[config.mk]
export PLATFORM = sky130hd
export DESIGN_NAME = shifter_arbiter
export DESIGN_NICKNAME = d
export VERILOG_FILES = /design/src/rtl/shifter_arbiter_pkg.sv /design/src/rtl/shifter_arbiter_shifter.sv /design/src/rtl/shifter_arbiter.sv
export SDC_FILE = /design/constraint.sdc
export NUM_CORES = 1
export LEC_CHECK = 0
export BUFFER_PORTS_ARGS = -buffer_cell sky130_fd_sc_hd__clkbuf_2
export CAP_MARGIN = 20
export CORE_ASPECT_RATIO = 0.6
export CORE_MARGIN = 8
export CORE_UTILIZATION = 40
export CTS_BUF_LIST = sky130_fd_sc_hd__clkbuf_8
export DETAILED_ROUTE_END_ITERATION = 6
export PLACE_DENSITY = 0.71
export SYNTH_ARGS = -nofsm -noshare
export SYNTH_HDL_FRONTEND = slang
export SYNTH_SLANG_ARGS = --single-unit
[constraint.sdc]
create_clock -name clk -period 2.3 [get_ports clk]
set_input_delay 0.23 -clock clk [delete_from_list [all_inputs] [get_ports clk]]
set_output_delay 0.23 -clock clk [all_outputs]
set_load 0.1 [all_outputs]
[src/rtl/shifter_arbiter_pkg.sv]
// Shared definitions for the two-requester shifter arbiter.
// Holds the FSM state encoding, the ctl bit encodings, datapath widths and
// the captured-operation record used by the sequencer.
package shifter_arbiter_pkg;

  localparam int unsigned DataWidth  = 32;
  localparam int unsigned ShamtWidth = 5;
  localparam int unsigned NumReq     = 2;
  localparam int unsigned CntWidth   = 4;

  // ctl0 selects logical (1) vs arithmetic (0); ctl1 selects right (1) vs left (0).
  localparam logic CtlLogical = 1'b1;
  localparam logic CtlRight   = 1'b1;

  typedef enum logic [1:0] {
    StIdle = 2'd0,
    StExec = 2'd1,
    StDone = 2'd2
  } state_e;

  // Operation as latched from the granted requester.
  typedef struct packed {
    logic [DataWidth-1:0]  a;
    logic [ShamtWidth-1:0] b;
    logic                  logical;
    logic                  right;
    logic                  id;
  } op_t;

  function automatic logic [NumReq-1:0] id_to_onehot(input logic id);
    return id ? 2'b10 : 2'b01;
  endfunction

endpackage

[src/rtl/shifter_arbiter_shifter.sv]
// Combinational 32-bit barrel shifter shared by both requesters.
// Ports:
//   a       operand to shift
//   shamt   shift amount (0..31)
//   logical 1 = logical, 0 = arithmetic (only matters for right shifts)
//   right   1 = shift right, 0 = shift left
//   result  shifted value
module shifter_arbiter_shifter
  import shifter_arbiter_pkg::*;
(
  input  logic [DataWidth-1:0]  a,
  input  logic [ShamtWidth-1:0] shamt,
  input  logic                  logical,
  input  logic                  right,
  output logic [DataWidth-1:0]  result
);

  always_comb begin
    result = '0;
    if (right == CtlRight) begin
      if (logical == CtlLogical) begin
        result = a >> shamt;
      end else begin
        result = DataWidth'($signed(a) >>> shamt);
      end
    end else begin
      // Left shifts fill with zeros regardless of logical/arithmetic.
      result = a << shamt;
    end
  end

endmodule

[src/rtl/shifter_arbiter.sv]
// Two-requester arbiter in front of a single shared shifter.
// One operation is in flight at a time: IDLE grants and latches operands,
// EXEC lets the shifter settle for EXEC_CYCLES cycles, DONE holds the result
// until the consumer takes it. Ties are broken by a pointer that flips to the
// loser on every accept.
// Ports:
//   clk, reset           clock and synchronous active-high reset
//   req_valid/req_ready  per-requester handshake (ready is one-hot or zero)
//   req_a0/a1, req_b0/b1 operand and shift amount per requester (b[4:0] used)
//   req_ctl0, req_ctl1   bit i: logical/arith and right/left for requester i
//   res_valid/res_ready  result handshake
//   res_out, res_id      result value and owning requester
//   busy                 high whenever the FSM is not idle
module shifter_arbiter
  import shifter_arbiter_pkg::*;
#(
  parameter int unsigned EXEC_CYCLES = 1
) (
  input  logic                 clk,
  input  logic                 reset,
  input  logic [NumReq-1:0]    req_valid,
  output logic [NumReq-1:0]    req_ready,
  input  logic [DataWidth-1:0] req_a0,
  input  logic [DataWidth-1:0] req_a1,
  input  logic [DataWidth-1:0] req_b0,
  input  logic [DataWidth-1:0] req_b1,
  input  logic [NumReq-1:0]    req_ctl0,
  input  logic [NumReq-1:0]    req_ctl1,
  output logic                 res_valid,
  input  logic                 res_ready,
  output logic [DataWidth-1:0] res_out,
  output logic                 res_id,
  output logic                 busy
);

  localparam logic [CntWidth-1:0] ExecLoad = CntWidth'(EXEC_CYCLES - 1);

  state_e               state_q;
  logic                 ptr_q;
  logic [CntWidth-1:0]  cnt_q;
  op_t                  op_q;

  logic                 grant_any;
  logic                 grant_id;
  logic                 accept;
  op_t                  sel_op;
  logic [DataWidth-1:0] shift_result;

  // Shift amount bits above [4:0] are architecturally ignored.
  logic unused_b_hi;
  assign unused_b_hi = ^{req_b0[DataWidth-1:ShamtWidth], req_b1[DataWidth-1:ShamtWidth]};

  always_comb begin
    grant_any = 1'b0;
    grant_id  = 1'b0;
    case (req_valid)
      2'b01: begin
        grant_any = 1'b1;
        grant_id  = 1'b0;
      end
      2'b10: begin
        grant_any = 1'b1;
        grant_id  = 1'b1;
      end
      2'b11: begin
        grant_any = 1'b1;
        grant_id  = ptr_q;
      end
      2'b00: begin
        grant_any = 1'b0;
        grant_id  = 1'b0;
      end
    endcase
  end

  assign req_ready = (state_q == StIdle && !reset && grant_any) ? id_to_onehot(grant_id) : '0;
  assign accept    = |(req_valid & req_ready);
  assign busy      = (state_q != StIdle);

  always_comb begin
    sel_op.a       = grant_id ? req_a1 : req_a0;
    sel_op.b       = grant_id ? req_b1[ShamtWidth-1:0] : req_b0[ShamtWidth-1:0];
    sel_op.logical = req_ctl0[grant_id];
    sel_op.right   = req_ctl1[grant_id];
    sel_op.id      = grant_id;
  end

  // The shifter only ever sees latched operands, so requester inputs may
  // change freely once an operation has been accepted.
  shifter_arbiter_shifter u_shifter (
    .a       (op_q.a),
    .shamt   (op_q.b),
    .logical (op_q.logical),
    .right   (op_q.right),
    .result  (shift_result)
  );

  always_ff @(posedge clk) begin
    if (reset) begin
      state_q   <= StIdle;
      ptr_q     <= 1'b0;
      cnt_q     <= '0;
      op_q      <= '0;
      res_valid <= 1'b0;
      res_out   <= '0;
      res_id    <= 1'b0;
    end else begin
      case (state_q)
        StIdle: begin
          if (accept) begin
            op_q    <= sel_op;
            cnt_q   <= ExecLoad;
            ptr_q   <= ~grant_id;
            state_q <= StExec;
          end
        end
        StExec: begin
          if (cnt_q == '0) begin
            res_out   <= shift_result;
            res_id    <= op_q.id;
            res_valid <= 1'b1;
            state_q   <= StDone;
          end else begin
            cnt_q <= cnt_q - CntWidth'(1);
          end
        end
        StDone: begin
          // Returning to idle costs one bubble before the next grant.
          if (res_ready) begin
            res_valid <= 1'b0;
            state_q   <= StIdle;
          end
        end
        default: state_q <= StIdle;
      endcase
    end
  end

endmodule

After elaboration in Yosys (flattened, before gate mapping)
Cells that the tools add are included.
{"block": "word_totals", "word_cells": 66, "regBits": 81}
{"block": "classes", "n_addsub": 1, "bitwise_logic": 2, "eq_ne": 9, "order_cmp": 1, "shift": 3, "n_mux": 22, "n_reduce_logical": 17}
{"cell": "$mux 32", "count": 3}
{"cell": "$shl 32x5->32", "count": 1}
{"cell": "$shr 32x5->32", "count": 1}
{"cell": "$sshr 32x5->32", "count": 1}
{"cell": "$mux 2", "count": 5}
{"cell": "$reduce_and 3->1", "count": 3}
{"cell": "$mux 4", "count": 2}
{"cell": "$ne 2x2->1 const B", "count": 4}
{"cell": "$pmux 4 s2", "count": 1}
{"cell": "$eq 2x2->1 const B", "count": 3}
{"cell": "$mux 1", "count": 6}
{"cell": "$pmux 2 s3", "count": 1}
{"cell": "$reduce_bool 2->1", "count": 3}
{"cell": "$mux 5", "count": 1}
{"cell": "$eq 2x1->1 const B", "count": 2}
{"cell": "$logic_not 2->1", "count": 2}
{"cell": "$logic_not 4->1", "count": 1}
{"cell": "$pmux 1 s2", "count": 2}
{"cell": "$reduce_and 2->1", "count": 2}
{"cell": "$reduce_or 2->1", "count": 2}
{"cell": "$sub 4x1->4 const B", "count": 1}
{"cell": "$pmux 1 s3", "count": 1}
{"cell": "$reduce_or 3->1", "count": 1}
{"cell": "$and 2x2->2", "count": 1}
{"cell": "4 further kinds", "count": 5}

Logic depth before layout (Yosys ltp)
{"block": "depth", "ltp_word": 9, "mapped_depth": 10}

By module
Synthesis repeated with hierarchy kept, for this count alone.
{"block": "hier_totals", "cells_unflattened": 853, "area_unflattened_um2": 7323.3}
{"mod": "shifter_arbiter_shifter", "cells_each": 500, "n_inst": 1, "seq_area_each_um2": 0.0, "area_per_inst_um2": 4023.9}
{"mod": "shifter_arbiter", "cells_each": 353, "n_inst": 1, "seq_area_each_um2": 1621.6, "area_per_inst_um2": 3299.4}

Worst setup path before layout
No wires, ideal clock.
{"block": "synth_path", "path_type": "register -> output", "start": "register state_q[0]", "end": "output port req_ready[1]", "n_path_buf": 1, "stages_incl_launch_ff": 5, "arrival_ns": 3.374, "required_ns": 2.070, "setup_slack_ns": -1.304, "cell_sequence": "dfxtp_1 -> or2_2 -> or2_2 -> clkbuf_1 -> nor3_1"}
{"block": "synth_via", "elab_chain_len": 4}
{"item": "start, declared", "line_no": "shifter_arbiter.sv:38", "source": "state_e state_q;"}
{"item": "start signal, assigned", "line_no": "shifter_arbiter.sv:100", "source": "state_q <= StIdle;"}
{"item": "start signal, assigned", "line_no": "shifter_arbiter.sv:114", "source": "state_q <= StExec;"}
{"item": "start signal, assigned", "line_no": "shifter_arbiter.sv:122", "source": "state_q <= StDone;"}
{"item": "$logic_not 2->1", "line_no": "shifter_arbiter.sv:76", "source": "assign req_ready = (state_q == StIdle && !reset && grant_any) ? id_to_onehot(grant_id) : '0;"}
{"item": "$logic_and 1x1->1 (2 in series)", "line_no": "shifter_arbiter.sv:76"}
{"item": "$mux 2", "line_no": "shifter_arbiter.sv:76"}
{"item": "end, declared", "line_no": "shifter_arbiter.sv:22", "source": "output logic [NumReq-1:0] req_ready,"}
Every way passes these cells.

Worst setup path after layout
{"block": "layout_path", "start": "register op_q[5] (netlist bit)", "end": "register res_out[10]"}
{"block": "layout_via", "elab_chain_len": 3, "word_cells_on_any_way": 5, "cone_classes": "shift: 3; mux: 2"}
{"item": "start, declared", "line_no": "shifter_arbiter.sv:41", "source": "op_t op_q;"}
{"item": "start signal, assigned", "line_no": "shifter_arbiter.sv:111", "source": "op_q <= sel_op;"}
{"item": "$sshr 32x5->32 / $shr 32x5->32 (equally long branches)", "line_no": "shifter_arbiter_shifter.sv:24, shifter_arbiter_shifter.sv:22"}
{"item": "$mux 32", "line_no": "shifter_arbiter_shifter.sv:21", "source": "if (logical == CtlLogical) begin"}
{"item": "$mux 32 (*)", "line_no": "shifter_arbiter_shifter.sv:20", "source": "if (right == CtlRight) begin"}
{"item": "end signal, assigned", "line_no": "shifter_arbiter.sv:119", "source": "res_out <= shift_result;"}
{"item": "end, declared", "line_no": "shifter_arbiter.sv:31", "source": "output logic [DataWidth-1:0] res_out,"}
Every way passes the cells marked *; elsewhere a longest branch is shown, timed or not.
A chain may end at the register's enable or synchronous reset.

==> flow_metrics.tcl <==
set metrics [dict create \
    synth_commonest_cells "109 x nor2_1, 86 x mux2i_1, 81 x dfxtp_1" \
    synth.distinct_cells 75 \
    grt_overflow 0 \
    critPathArrivalTime_ps 2560 \
    dieHeight_um 125 \
    area_growth_pct 29.6 \
    yosys.area.top_type "dfxtp_1" \
    synth_edf_count 0 \
    postRouteAntennaNets 0 \
    drt_iter0_markers 1045 \
    n_fill_cell 1831 \
    grt_pass1_vias 8499 \
    critPathMaxFanout 32 \
    netlist.area_leader.share 0.206 \
    synth_area_um2 7860 \
    clockBufferDepth 2 \
    num_vias 8778 \
    antenna_found_initial 0 \
    place_hpwl_um 27500 \
    worstSkewPairLatency_ps 400 \
    first_pass_iters 5 \
    yosys_warnings 0 \
    drc_errors 0 \
    slew_viol_final 0 \
    placed_cells 1354 \
    place_area_um2 9810 \
    row_count 39 \
    clkTransAtPathRegs_ps 90 \
    die_w_um 197 \
    peakVddDrop_mv 0.498 \
    cp.required_ps 2600 \
    ys_seq_area_frac 0.206 \
    io_pins 174 \
    yosysMostFrequentCell "nor2_1" \
    hold_path_class "in -> reg" \
    period_share 0.982 \
    end_kind "flop" \
    initial_core_util 0.411 \
    slew_headroom 0.560 \
    postSynthAreaPerCell_um2 8.66 \
    cts_tree "yes" \
    track_usage 0.277 \
    synthTopCellsByArea "dfxtp_1 21%, mux4_2 17%, mux2i_1 11%" \
    die_area_um2 24500 \
    numCtsBuffers 9 \
    maxCapViolations 0 \
    synth-seq-cells 81 \
    core_area_um2 19100 \
    setup_violations 0 \
    synth_nets 1046 \
    syn_inst 908 \
    hold_ws_ps 118 \
    power_density_nw_per_um2 764 \
    root_buffer "clkbuf_8" \
    fin_skew_ps 8.56 \
    critPathLaunchType "flop" \
    path_class "reg -> reg" \
    holdBufCountCts 0 \
    fin_nets 1242 \
    ys.flop_type "dfxtp_1" \
    cts_sinks 81 \
    final_area_um2 10200 \
    p_leak_nw 4.22 \
    post_drt_wl_per_cell_um 25.4 \
    layout.cells.non_filler 1376 \
    gp_congestion 1.05 \
    clock.fmax_mhz 443 \
    ys_async_sr_fraction 0 \
    min_period_ps 2260 \
    grt_pass1_wl_um 52900 \
    final_util 0.533 \
    portBuffers 119 \
    timing.final.hold_violations 0 \
    viasPerCell 6.38 \
    grt_max_degree 41 \
    drive_above_1_share 0.392 \
    h-tree-depth 3 \
    worst_slew_pin_slew_ps 658 \
    routed_wl_um 34900 \
    outcome "finished, final reports clean" \
]
[flip-flops by register name (all words and copies together), names as in the netlist]
| name | flops |
|---|---|
| ptr_q | 1 |
| res_valid | 1 |
| op_q | 40 |
| state_q | 2 |
| cnt_q | 4 |
| res_id | 1 |
| res_out | 32 |
[metrics by stage]
| step | setup slack (ps) | setup TNS (ps) | total power [mW] |
|---|---|---|---|
| after detailed placement | -50.1 | -50.2 | 6.32 |
| after floorplan | 79.1 | 0 | 4.57 |
| final | 41.7 | 0 | 7.79 |
| after CTS | 3.48 | 0 | 7.58 |
| after global routing | -12.9 | -12.9 | 8.07 |
| after global placement | -53.9 | -53.9 | 6.30 |
[kinds of logic (layout without fill, tap and decap cells)]
| group | after synthesis | count (layout) | share of synthesized area |
|---|---|---|---|
| flip-flops | 81 | 81 | 0.206 |
| XOR/XNOR | 2 | 2 | 0.00223 |
| AND/OR/NAND/NOR | 261 | 261 | 0.153 |
| adder cells (fa/ha/maj) | 1 | 1 | 0.00159 |
| multiplexers | 172 | 172 | 0.322 |
| other | 0 | 1 | 0 |
| buffers and inverters | 132 | 333 | 0.0769 |
| AO/OA/AOI/OAI | 259 | 259 | 0.238 |
[final timing paths]
| path | depth (start not counted) | slack (ps) | endpoint | startpoint |
|---|---|---|---|---|
| max | 6 | 40 | res_out[10] | op_q[5] |
| min | 3 | 120 | state_q[1] | res_ready |
| max reg2reg | 6 | 40 | res_out[10] | op_q[5] |
| min reg2reg | 2 | 470 | res_valid | res_valid |
[metal layers]
metal | vias up | wire length (µm) | global-route usage
met5 | - | 0 | 0
met4 | 0 | 837 | 0.0745
met3 | 60 | 4440 | 0.0904
met2 | 599 | 13600 | 0.373
met1 | 4202 | 16100 | 0.411
li1 | 3917 | - | -
[report_power, final]
| group | switching [mW] | internal [mW] |
|---|---|---|
| Combinational | 2.81 | 1.89 |
| Clock | 0.599 | 0.643 |
| Sequential | 0.270 | 1.58 |
| Total | 3.67 | 4.11 |
[placed cells by master, fill, tap and decap left out, drive strengths merged, types with 11 or more instances in the layout]
master and instances:
nand3 18, nor3 16, mux4 61, nand2 55, nor2 109, buf 187, a21oi 31, inv 14
dfxtp 81, o211ai 16, o22ai 17, mux2i 86, o21ai 40, a311oi 11, clkbuf 127, a211oi 52
mux2 25
[final cells by class]
cell class	instances	area (µm²)	share of cell area
multi-input cells	695	5750	0.564
inverters	13	48.8	0.00479
well taps	266	333	0.0327
clock buffers	10	138	0.0135
diodes	1	2.50	0.000246
clock inverters	6	87.6	0.00860
flip-flops and latches	81	1630	0.160
repair buffers	304	2200	0.216
[worst max-delay path, stage by stage (launching register included)]
cell and delay [ps]:
dfxtp_2 400, buf_12 200, nor2_1 530, and2_1 260
a211oi_1 80, or3_1 350, a311oi_1 310
[timing repair]
| item | 4_1_cts | 5_1_grt |
|---|---|---|
| setup endpoints to repair | 2 | 16 |
| pin swaps | 1 | 1 |
| gates resized for setup | 1 | 20 |
| buffers inserted | 1 | 4 |
(Power assumes the default switching activity.)
